File: src/rtl/pll_reconfig_ctrl.sv
// Reprograms an EG_PHY_PLL through its dynamic port from a table of divider profiles.
// Define PLL_RECFG_VERIFY_EN to add a readback-and-compare stage after the writes.
module pll_reconfig_ctrl #(
    parameter int unsigned       NUM_PROFILES = 4,
    parameter int unsigned       NUM_CH       = 4,
    parameter int unsigned       ADDR_W       = 6,
    parameter int unsigned       DATA_W       = 8,
    parameter logic [ADDR_W-1:0] REG_REFDIV   = ADDR_W'(0),
    parameter logic [ADDR_W-1:0] REG_FBDIV    = ADDR_W'(1),
    parameter logic [ADDR_W-1:0] REG_CH_BASE  = ADDR_W'(2),
    parameter int unsigned       RESET_CYCLES = 16,
    parameter int unsigned       LOCK_STABLE  = 64,
    parameter int unsigned       LOCK_TIMEOUT = 65535,
    localparam int unsigned      E            = NUM_CH + 2,
    localparam int unsigned      PW           = $clog2(NUM_PROFILES),
    localparam int unsigned      TW           = $clog2(NUM_PROFILES * E)
) (
    input  logic              dclk,
    input  logic              reset,
    input  logic              tbl_we,
    input  logic [TW-1:0]     tbl_addr,
    input  logic [DATA_W-1:0] tbl_wdata,
    input  logic              req,
    input  logic [PW-1:0]     profile_sel,
    output logic              busy,
    output logic              done,
    output logic              error,
    output logic [1:0]        err_code,
    output logic              locked,
    output logic [ADDR_W-1:0] pll_daddr,
    output logic              pll_dcs,
    output logic              pll_dwe,
    output logic [DATA_W-1:0] pll_di,
    input  logic [DATA_W-1:0] pll_do,
    output logic              pll_reset,
    input  logic              pll_extlock
);

    localparam int unsigned DEPTH = NUM_PROFILES * E;
    localparam int unsigned TW1   = TW + 1;
    localparam int unsigned EW    = $clog2(E);
    localparam int unsigned CW_T  = $clog2(LOCK_TIMEOUT + 1);
    localparam int unsigned CW_R  = $clog2(RESET_CYCLES + 1);
    localparam int unsigned CW    = (CW_T > CW_R) ? CW_T : CW_R;
    localparam int unsigned SW    = $clog2(LOCK_STABLE + 1);
    localparam logic [TW:0] DEPTH_W = TW1'(DEPTH);

    typedef enum logic [2:0] {
        S_IDLE,
        S_ASSERT_RST,
        S_WRITE,
`ifdef PLL_RECFG_VERIFY_EN
        S_VERIFY,
`endif
        S_RELEASE,
        S_WAIT_LOCK
    } state_t;

    state_t            state_q, state_d;
    logic [PW-1:0]     prof_q, prof_d;
    logic [EW-1:0]     ent_q, ent_d;
    logic              ph_q, ph_d;
    logic [CW-1:0]     cnt_q, cnt_d;
    logic [SW-1:0]     stab_q, stab_d;
    logic              busy_q, busy_d;
    logic              done_q, done_d;
    logic              error_q, error_d;
    logic [1:0]        err_code_q, err_code_d;
    logic              locked_q, locked_d;
    logic [ADDR_W-1:0] daddr_q, daddr_d;
    logic              dcs_q, dcs_d;
    logic              dwe_q, dwe_d;
    logic [DATA_W-1:0] di_q, di_d;
    logic              pll_reset_q, pll_reset_d;
    logic [DATA_W-1:0] tbl_q [DEPTH];
    logic [DATA_W-1:0] tbl_d [DEPTH];
    logic [EW-1:0]     ent_nx;

    function automatic logic [ADDR_W-1:0] ent_addr(input logic [EW-1:0] e);
        if (e == EW'(0))      return REG_REFDIV;
        else if (e == EW'(1)) return REG_FBDIV;
        else                  return REG_CH_BASE + ADDR_W'(e - EW'(2));
    endfunction

    function automatic logic [TW-1:0] tbl_idx(input logic [PW-1:0] p, input logic [EW-1:0] e);
        return TW'(p) * TW'(E) + TW'(e);
    endfunction

    assign ent_nx = ent_q + EW'(1);

    // Profile table: no reset, contents survive a controller reset.
    always_comb begin
        tbl_d = tbl_q;
        if (tbl_we && ({1'b0, tbl_addr} < DEPTH_W)) tbl_d[tbl_addr] = tbl_wdata;
    end

    always_ff @(posedge dclk) tbl_q <= tbl_d;

    always_comb begin
        state_d     = state_q;
        prof_d      = prof_q;
        ent_d       = ent_q;
        ph_d        = ph_q;
        cnt_d       = cnt_q;
        stab_d      = stab_q;
        busy_d      = busy_q;
        done_d      = 1'b0;
        error_d     = 1'b0;
        err_code_d  = err_code_q;
        locked_d    = locked_q;
        daddr_d     = daddr_q;
        dcs_d       = 1'b0;
        dwe_d       = 1'b0;
        di_d        = di_q;
        pll_reset_d = pll_reset_q;
        case (state_q)
            S_IDLE: begin
                if (req) begin
                    state_d     = S_ASSERT_RST;
                    prof_d      = profile_sel;
                    err_code_d  = 2'd0;
                    busy_d      = 1'b1;
                    pll_reset_d = 1'b1;
                    locked_d    = 1'b0;
                    cnt_d       = '0;
                end else if (!pll_extlock) begin
                    locked_d = 1'b0;
                end
            end
            S_ASSERT_RST: begin
                cnt_d = cnt_q + CW'(1);
                if (cnt_q == CW'(RESET_CYCLES - 1)) begin
                    state_d = S_WRITE;
                    ent_d   = '0;
                    ph_d    = 1'b0;
                    dcs_d   = 1'b1;
                    dwe_d   = 1'b1;
                    daddr_d = ent_addr('0);
                    di_d    = tbl_q[tbl_idx(prof_q, '0)];
                end
            end
            // Each entry is a strobe cycle followed by a gap cycle.
            S_WRITE: begin
                if (!ph_q) begin
                    ph_d = 1'b1;
                end else if (ent_q == EW'(E - 1)) begin
`ifdef PLL_RECFG_VERIFY_EN
                    state_d = S_VERIFY;
                    ent_d   = '0;
                    ph_d    = 1'b0;
                    dcs_d   = 1'b1;
                    daddr_d = ent_addr('0);
`else
                    state_d     = S_RELEASE;
                    pll_reset_d = 1'b0;
`endif
                end else begin
                    ent_d   = ent_nx;
                    ph_d    = 1'b0;
                    dcs_d   = 1'b1;
                    dwe_d   = 1'b1;
                    daddr_d = ent_addr(ent_nx);
                    di_d    = tbl_q[tbl_idx(prof_q, ent_nx)];
                end
            end
`ifdef PLL_RECFG_VERIFY_EN
            // Readback lands on pll_do in the cycle after the read strobe.
            S_VERIFY: begin
                if (!ph_q) begin
                    ph_d = 1'b1;
                end else if (pll_do != tbl_q[tbl_idx(prof_q, ent_q)]) begin
                    state_d    = S_IDLE;
                    error_d    = 1'b1;
                    err_code_d = 2'd2;
                    busy_d     = 1'b0;
                end else if (ent_q == EW'(E - 1)) begin
                    state_d     = S_RELEASE;
                    pll_reset_d = 1'b0;
                end else begin
                    ent_d   = ent_nx;
                    ph_d    = 1'b0;
                    dcs_d   = 1'b1;
                    daddr_d = ent_addr(ent_nx);
                end
            end
`endif
            S_RELEASE: begin
                state_d = S_WAIT_LOCK;
                cnt_d   = '0;
                stab_d  = '0;
            end
            S_WAIT_LOCK: begin
                cnt_d  = cnt_q + CW'(1);
                stab_d = pll_extlock ? stab_q + SW'(1) : '0;
                if (pll_extlock && (stab_q == SW'(LOCK_STABLE - 1))) begin
                    state_d  = S_IDLE;
                    done_d   = 1'b1;
                    locked_d = 1'b1;
                    busy_d   = 1'b0;
                end else if (cnt_q == CW'(LOCK_TIMEOUT - 1)) begin
                    state_d    = S_IDLE;
                    error_d    = 1'b1;
                    err_code_d = 2'd1;
                    busy_d     = 1'b0;
                end
            end
            default: state_d = S_IDLE;
        endcase
    end

`ifndef PLL_RECFG_VERIFY_EN
    logic unused_pll_do;
    assign unused_pll_do = ^pll_do;
`endif

    always_ff @(posedge dclk or posedge reset) begin
        if (reset) begin
            state_q     <= S_IDLE;
            prof_q      <= '0;
            ent_q       <= '0;
            ph_q        <= 1'b0;
            cnt_q       <= '0;
            stab_q      <= '0;
            busy_q      <= 1'b0;
            done_q      <= 1'b0;
            error_q     <= 1'b0;
            err_code_q  <= 2'd0;
            locked_q    <= 1'b0;
            daddr_q     <= '0;
            dcs_q       <= 1'b0;
            dwe_q       <= 1'b0;
            di_q        <= '0;
            pll_reset_q <= 1'b0;
        end else begin
            state_q     <= state_d;
            prof_q      <= prof_d;
            ent_q       <= ent_d;
            ph_q        <= ph_d;
            cnt_q       <= cnt_d;
            stab_q      <= stab_d;
            busy_q      <= busy_d;
            done_q      <= done_d;
            error_q     <= error_d;
            err_code_q  <= err_code_d;
            locked_q    <= locked_d;
            daddr_q     <= daddr_d;
            dcs_q       <= dcs_d;
            dwe_q       <= dwe_d;
            di_q        <= di_d;
            pll_reset_q <= pll_reset_d;
        end
    end

    assign busy      = busy_q;
    assign done      = done_q;
    assign error     = error_q;
    assign err_code  = err_code_q;
    assign locked    = locked_q;
    assign pll_daddr = daddr_q;
    assign pll_dcs   = dcs_q;
    assign pll_dwe   = dwe_q;
    assign pll_di    = di_q;
    assign pll_reset = pll_reset_q;

endmodule

File: config.mk
export PLATFORM = sky130hd
export DESIGN_NAME = pll_reconfig_ctrl
export DESIGN_NICKNAME = d
export VERILOG_FILES = /design/src/rtl/pll_reconfig_ctrl.sv
export SDC_FILE = /design/constraint.sdc
export NUM_CORES = 1
export LEC_CHECK = 0
export BUFFER_PORTS_ARGS = -buffer_cell sky130_fd_sc_hd__buf_4
export CAP_MARGIN = 20
export CORE_ASPECT_RATIO = 0.8
export CORE_UTILIZATION = 60
export CTS_CLUSTER_DIAMETER = 50
export DETAILED_ROUTE_END_ITERATION = 16
export PLACE_DENSITY = 0.89
export SLEW_MARGIN = 20
export SYNTH_ARGS = -nofsm -noshare
export SYNTH_HDL_FRONTEND = slang
export SYNTH_SLANG_ARGS = --single-unit
File: constraint.sdc
create_clock -name dclk -period 6.5 [get_ports dclk]
set_input_delay 1.3 -clock dclk [delete_from_list [all_inputs] [get_ports dclk]]
set_output_delay 1.3 -clock dclk [all_outputs]
set_load 0.1 [all_outputs]
==> flow_summary.yaml, run 1 <==
status:
  status: "finished, final reports clean"
global_routing:
  grt_pass1_wl_mm: 41.7
  grt.overflow.total: 0
  antenna_found_initial: 2
  grt_pass1_vias: 7106
  grt_use_total_pct: 30.2
  grt_start_max_net_pins: 55
routing:
  remaining_drc_errors: 0
  drt-pass1-iter-count: 7
  drtIter0Drc: 995
  wl_mm: 27.4
  via_per_inst: 7.16
  wl_per_cell_um: 27.7
  antenna_left: 0
  vias: 7088
timing:
  grt_setup_unrepaired: "false"
  period_share_pct: 67.5
  drv_slew: 0
  worstMarginPinSlew_ns: 1.09
  finalSetupViolCount: 0
  finalClockSkew_ns: 0.00785
  max_clock_freq_mhz: 228
  tns_ns: 0
  relSlewSlack_pct: 27.0
  finalHoldViolations: 0
  period_needed_ns: 4.39
clocking:
  clk_pin_slew_ns: 0.07
  clock_latency_ns: 0.52
  cts_buffers: 23
  cts.sinks: 241
  cts_setup_buffers: 0
  cts-root-buf: "clkbuf_16"
  cts_tree: "done"
  cts_resized: 0
  hold_buffers: 0
  cts_max_path_buffers: 3
  h-tree-depth: 1
placed_design:
  placed_area_mm2: 0.0114
  gp_congestion: 0.900
  port_buffers: 41
  dp_hpwl_mm: 17.8
critical_path:
  cp-start-kind: "register"
  cp.required_ns: 6.87
  r2r_start: "ent_q[0]$_DFFE_PP0P_"
  r2r_end: "pll_di[1]$_DFFE_PP0P_"
  ff2ff_setup_slack_ns: 2.11
  path_max_fanout: 54
  critical_path_class: "reg -> reg"
  cp-endpoint: "pll_di[1]$_DFFE_PP0P_"
  cp_data_arrival_time_ns: 4.75
  endpoint_kind: "register"
  startpoint: "ent_q[0]$_DFFE_PP0P_"
  rr_worst_depth: 12
yosys:
  synth_area_mm2: 0.0110
  synth_nets: 760
  synth-edff-count: 192
  ys_warn_count: 0
  synth_cell_type_count: 59
  synth_ff_type: "edfxtp_1"
  ys_seq_area_share_pct: 63.4
  synth-xor-area-share_pct: 0.941
  synth_mux_area_share_pct: 17.1
  synthArstFlopShare_pct: 20.3
  synth-simple-area-share_pct: 7.19
  post_synth.cell_area_avg_um2: 15.3
  synth_top_family_by_area: "multiplexers"
  synth_compound_area_share_pct: 7.24
  post_synth_fa_ha_maj_area_fraction_pct: 1.45
  synth_cells: 720
  ys_ff_latch: 241
final_layout:
  finalInstanceArea_mm2: 0.0122
  final_nets: 787
  final_common_cell: "edfxtp_1"
  drive_gt1_share_pct: 22.9
  layout_common_cells: "edfxtp_1, mux4_2, nor2_1"
  areaGrowthSynthToFinish_pct: 10.5
die:
  die-area_mm2: 0.0189
  io_pins: 51
  die_w_um: 154
  std_cell_rows: 43
  die-height_um: 123
  initial_utilization_pct: 62.5
  core_mm2: 0.0176
run:
  drv_cap: 0
hold_path:
  min_path_cells: 2
  hold_path.class: "reg -> reg"
power:
  ir_drop_uv: 249
  p_leak_nw: 4.13
  power_density_mw_per_mm2: 393
-- how the worst min path moves through the flow --
stage | from | slack [ns] | endpoint
2_1_floorplan | stab_q[6]$_DFFE_PP0P_ | 0.44 | done$_DFF_PP0_
3_3_place_gp | stab_q[6]$_DFFE_PP0P_ | 0.46 | done$_DFF_PP0_
3_5_place_dp | stab_q[6]$_DFFE_PP0P_ | 0.47 | done$_DFF_PP0_
4_1_cts | stab_q[6]$_DFFE_PP0P_ | 0.50 | done$_DFF_PP0_
5_1_grt | pll_daddr[2]$_DFFE_PP0P_ | 0.51 | pll_daddr[2]$_DFFE_PP0P_
6_report | pll_daddr[2]$_DFFE_PP0P_ | 0.50 | pll_daddr[2]$_DFFE_PP0P_
-- per-layer routing --
layer | share of wire [%] | track usage [%]
met4 | 3.1 | 9.00
met2 | 48 | 48.7
met3 | 11 | 7.43
met5 | 0 | 0
met1 | 37 | 41.4
-- per-stage QoR --
step / total power, mW / util, % / hold WS [ns] / setup WS (ns) / instances
floorplan: 3.01 / - / 0.440 / 2.89 / 720
global placement: 3.33 / 64.8 / 0.459 / 2.53 / 947
detailed placement: 3.41 / 64.8 / 0.473 / 2.31 / 947
CTS: 4.75 / 69.0 / 0.496 / 2.22 / 989
global route: 4.91 / 69.0 / 0.515 / 1.85 / 989
finish: 4.79 / 69.1 / 0.498 / 2.11 / 990
-- flip-flops by register name, indices dropped and copies added (netlist names) --
register and flops:
pll_dwe 1, state_q 3, cnt_q 16, ent_q 3, error 1, stab_q 7
err_code 1, ph_q 1, tbl_q 192, pll_di 8, prof_q 2, locked 1
pll_reset 1, busy 1, done 1, pll_daddr 2
-- final cells by class --
type                       count  area [µm²]
sequential                   241        6990
fill                        1099        5460
multi-input combinational    418        3750
clock buffer                  31         616
timing repair buffer          47         353
tap                          225         282
clock inverter                11         129
inverter                      16        61.3
antenna                        1        2.50
-- cells by family (layout without fill, tap and decap cells) --
group	after synthesis	in the layout
DFF	241	241
buffers and inverters	61	105
AOI/OAI and AO/OA	130	130
adders and majority gates	13	13
muxes	96	96
other	1	2
xor gates and xnor gates	11	11
and+or+nand+nor	167	167
-- Yosys cell counts, drive strengths merged, types with 2 or more instances --
cell / n / area share [%]
o31ai: 9 / 0.66
dfrtp: 49 / 11
ha: 12 / 1.4
nor2: 53 / 1.8
mux4: 73 / 15
nand2b: 6 / 0.34
nor3: 9 / 0.45
nor2b: 5 / 0.28
nor4: 4 / 0.23
or3: 16 / 0.91
a211oi: 2 / 0.14
a21oi: 42 / 1.9
edfxtp: 192 / 52
nand4: 5 / 0.28
buf: 31 / 1.7
o21ai: 37 / 1.7
nand2: 44 / 1.5
clkbuf: 14 / 0.48
nand3b: 2 / 0.14
o311ai: 7 / 0.56
inv: 15 / 0.51
a31oi: 8 / 0.45
xor2: 4 / 0.39
mux2: 8 / 0.82
or2: 3 / 0.17
and2: 3 / 0.17
o211ai: 9 / 0.61
mux2i: 15 / 1.4
xnor2: 7 / 0.56
nand3: 12 / 0.54
a21o: 7 / 0.48
-- worst max-delay path, cell delays in order, from the launching register on --
cell	delay, ns
dfrtp_2	0.36
buf_4	0.76
ha_1	0.38
xor2_2	0.34
inv_2	0.13
xnor2_1	0.15
ha_1	0.22
and2_1	0.17
a31oi_1	0.22
nand2_1	0.54
or3_1	0.58
o311ai_0	0.19
a31oi_1	0.16
-- where the power goes --
part	switching, mW	total [mW]	internal [mW]
Combinational	1.01	1.60	0.588
Sequential	0.0975	1.84	1.74
Clock	0.567	1.35	0.784
Note: power is estimated with default switching activity, not from simulation.
==> run 2, diff against run 1 <==
==> constraint.sdc (replaced) <==
create_clock -name dclk -period 4.55 [get_ports dclk]
set_input_delay 0.91 -clock dclk [delete_from_list [all_inputs] [get_ports dclk]]
set_output_delay 0.91 -clock dclk [all_outputs]
set_load 0.1 [all_outputs]
==> run 2 against run 1 <==
Effect of this change: maximum frequency grew 21%; worst setup slack got worse by 1.2 ns; count of clock-buffer cells in the layout down 5; global-route usage increased by 0.17 points; clock skew is 0.0038 ns higher; via count is 1.3% higher; critical path depth shrank 4; flip-flop and latch count unchanged; final cell count up 0.30%; combinational power is 43% higher; critical path type unchanged; critical endpoint is now pll_di[5]$_DFFE_PP0P_.
==> flow_summary.yaml, run 2 (synthesis gave the netlist of run 1 again) <==
timing:
  tns_ns: 0
  finalHoldViolations: 0
  relSlewSlack_pct: 27.1
  period_needed_ns: 3.63
  drv_slew: 0
  worstMarginPinSlew_ns: 1.09
  grt_setup_unrepaired: "false"
  max_clock_freq_mhz: 276
  period_share_pct: 79.7
  finalSetupViolCount: 0
  finalClockSkew_ns: 0.0117
clocking:
  hold_buffers: 0
  clock_latency_ns: 0.53
  cts_resized: 0
  clk_pin_slew_ns: 0.06
  h-tree-depth: 1
  cts.sinks: 241
  cts_max_path_buffers: 3
  cts_tree: "done"
  cts-root-buf: "clkbuf_16"
  cts_buffers: 24
  cts_setup_buffers: 0
critical_path:
  critical_path_class: "reg -> reg"
  path_max_fanout: 26
  ff2ff_setup_slack_ns: 0.92
  rr_worst_depth: 8
  cp.required_ns: 4.98
  cp-start-kind: "register"
  cp_data_arrival_time_ns: 4.06
  r2r_end: "pll_di[5]$_DFFE_PP0P_"
  endpoint_kind: "register"
  r2r_start: "prof_q[0]$_DFFE_PP0P_"
die:
  io_pins: 51
  die_w_um: 154
  die-height_um: 123
  std_cell_rows: 43
  core_mm2: 0.0176
  initial_utilization_pct: 62.5
  die-area_mm2: 0.0189
hold_path:
  hold_path_startpoint: "pll_daddr[2]$_DFFE_PP0P_"
  min_path_cells: 2
  hold_end: "pll_daddr[2]$_DFFE_PP0P_"
  hold_path.class: "reg -> reg"
placed_design:
  dp_hpwl_mm: 17.3
  gp_congestion: 0.889
  port_buffers: 41
run:
  drv_cap: 0
routing:
  drt-pass1-iter-count: 6
  via_per_inst: 7.23
  wl_per_cell_um: 27.9
  remaining_drc_errors: 0
  antenna_left: 0
  wl_mm: 27.7
  drtIter0Drc: 1245
  vias: 7178
final_layout:
  regMostFlops: "tbl_q"
  areaGrowthSynthToFinish_pct: 11.3
  largest_reg_flops: 192
  utilization_pct: 69.6
  final_nets: 790
  layout_common_cells: "edfxtp_1, mux4_2, nor2_1"
  drive_gt1_share_pct: 23.8
  num_antenna_cells: 0
  final_common_cell: "edfxtp_1"
global_routing:
  antenna_found_initial: 0
  grt_use_met3_pct: 6.98
  grt_start_max_net_pins: 50
  grt_pass1_vias: 6941
  grt.overflow.total: 0
  met2_usage_pct: 48.0
  grt_use_total_pct: 30.3
  grt_pass1_wl_mm: 41.6
  gr-max-usage-layer: "met2"
  use_met1_pct: 42.2
power:
  ir_drop_uv: 362
  power_density_mw_per_mm2: 569
  p_leak_nw: 4.18
status:
  status: "finished, final reports clean"
## run 2: worst max-delay path by stage
stage                               start               endpoint  slack, ns  cells past startpoint
detailed placement  prof_q[0]$_DFFE_PP0P_  pll_di[5]$_DFFE_PP0P_       1.10                      8
CTS                 prof_q[0]$_DFFE_PP0P_  pll_di[5]$_DFFE_PP0P_       1.01                      8
global route        prof_q[0]$_DFFE_PP0P_  pll_di[5]$_DFFE_PP0P_       0.78                      8
global placement    prof_q[0]$_DFFE_PP0P_  pll_di[5]$_DFFE_PP0P_       1.37                      8
finish              prof_q[0]$_DFFE_PP0P_  pll_di[5]$_DFFE_PP0P_       0.92                      8
floorplan            ent_q[0]$_DFFE_PP0P_  pll_di[0]$_DFFE_PP0P_       0.94                     13
## run 2: cell type report
cell class,count,area [µm²]
clock buffers,26,608
flip-flops and latches,241,6990
fillers,1077,5370
repair buffers,49,368
clock inverters,18,219
well taps,225,282
inverters,16,61.3
multi-input cells,418,3750
## run 2: power breakdown
group	switching, mW	internal (mW)
Combinational	1.43	0.853
Clock	0.866	1.21
Sequential	0.138	2.49
Total	2.44	4.55
## run 2: stage by stage
stage	worst slack, ns	hold slack, ns	power, mW	area (µm²)	instances
5_1_grt	0.779	0.513	7.18	12300	993
3_3_place_gp	1.37	0.465	4.76	11400	949
2_1_floorplan	0.939	0.440	4.31	11000	720
3_5_place_dp	1.10	0.487	4.87	11400	949
6_report	0.922	0.488	6.98	12300	993
4_1_cts	1.01	0.500	6.93	12300	993
## run 2: worst max-delay path: stages (launching register included)
cell     delay, ns
dfrtp_1       0.37
buf_4         0.50
ha_1          0.47
inv_1         0.42
a211o_1       0.42
o211a_1       0.34
nor3_2        0.60
a21oi_1       0.16
a31oi_1       0.24
## run 2: layer usage
layer	wire, µm	share of wire, %	vias to the layer above
met5	0	0	-
met4	883	3.2	0
met3	3490	13	88
met2	13100	47	613
met1	10200	37	3588
li1	-	-	2889
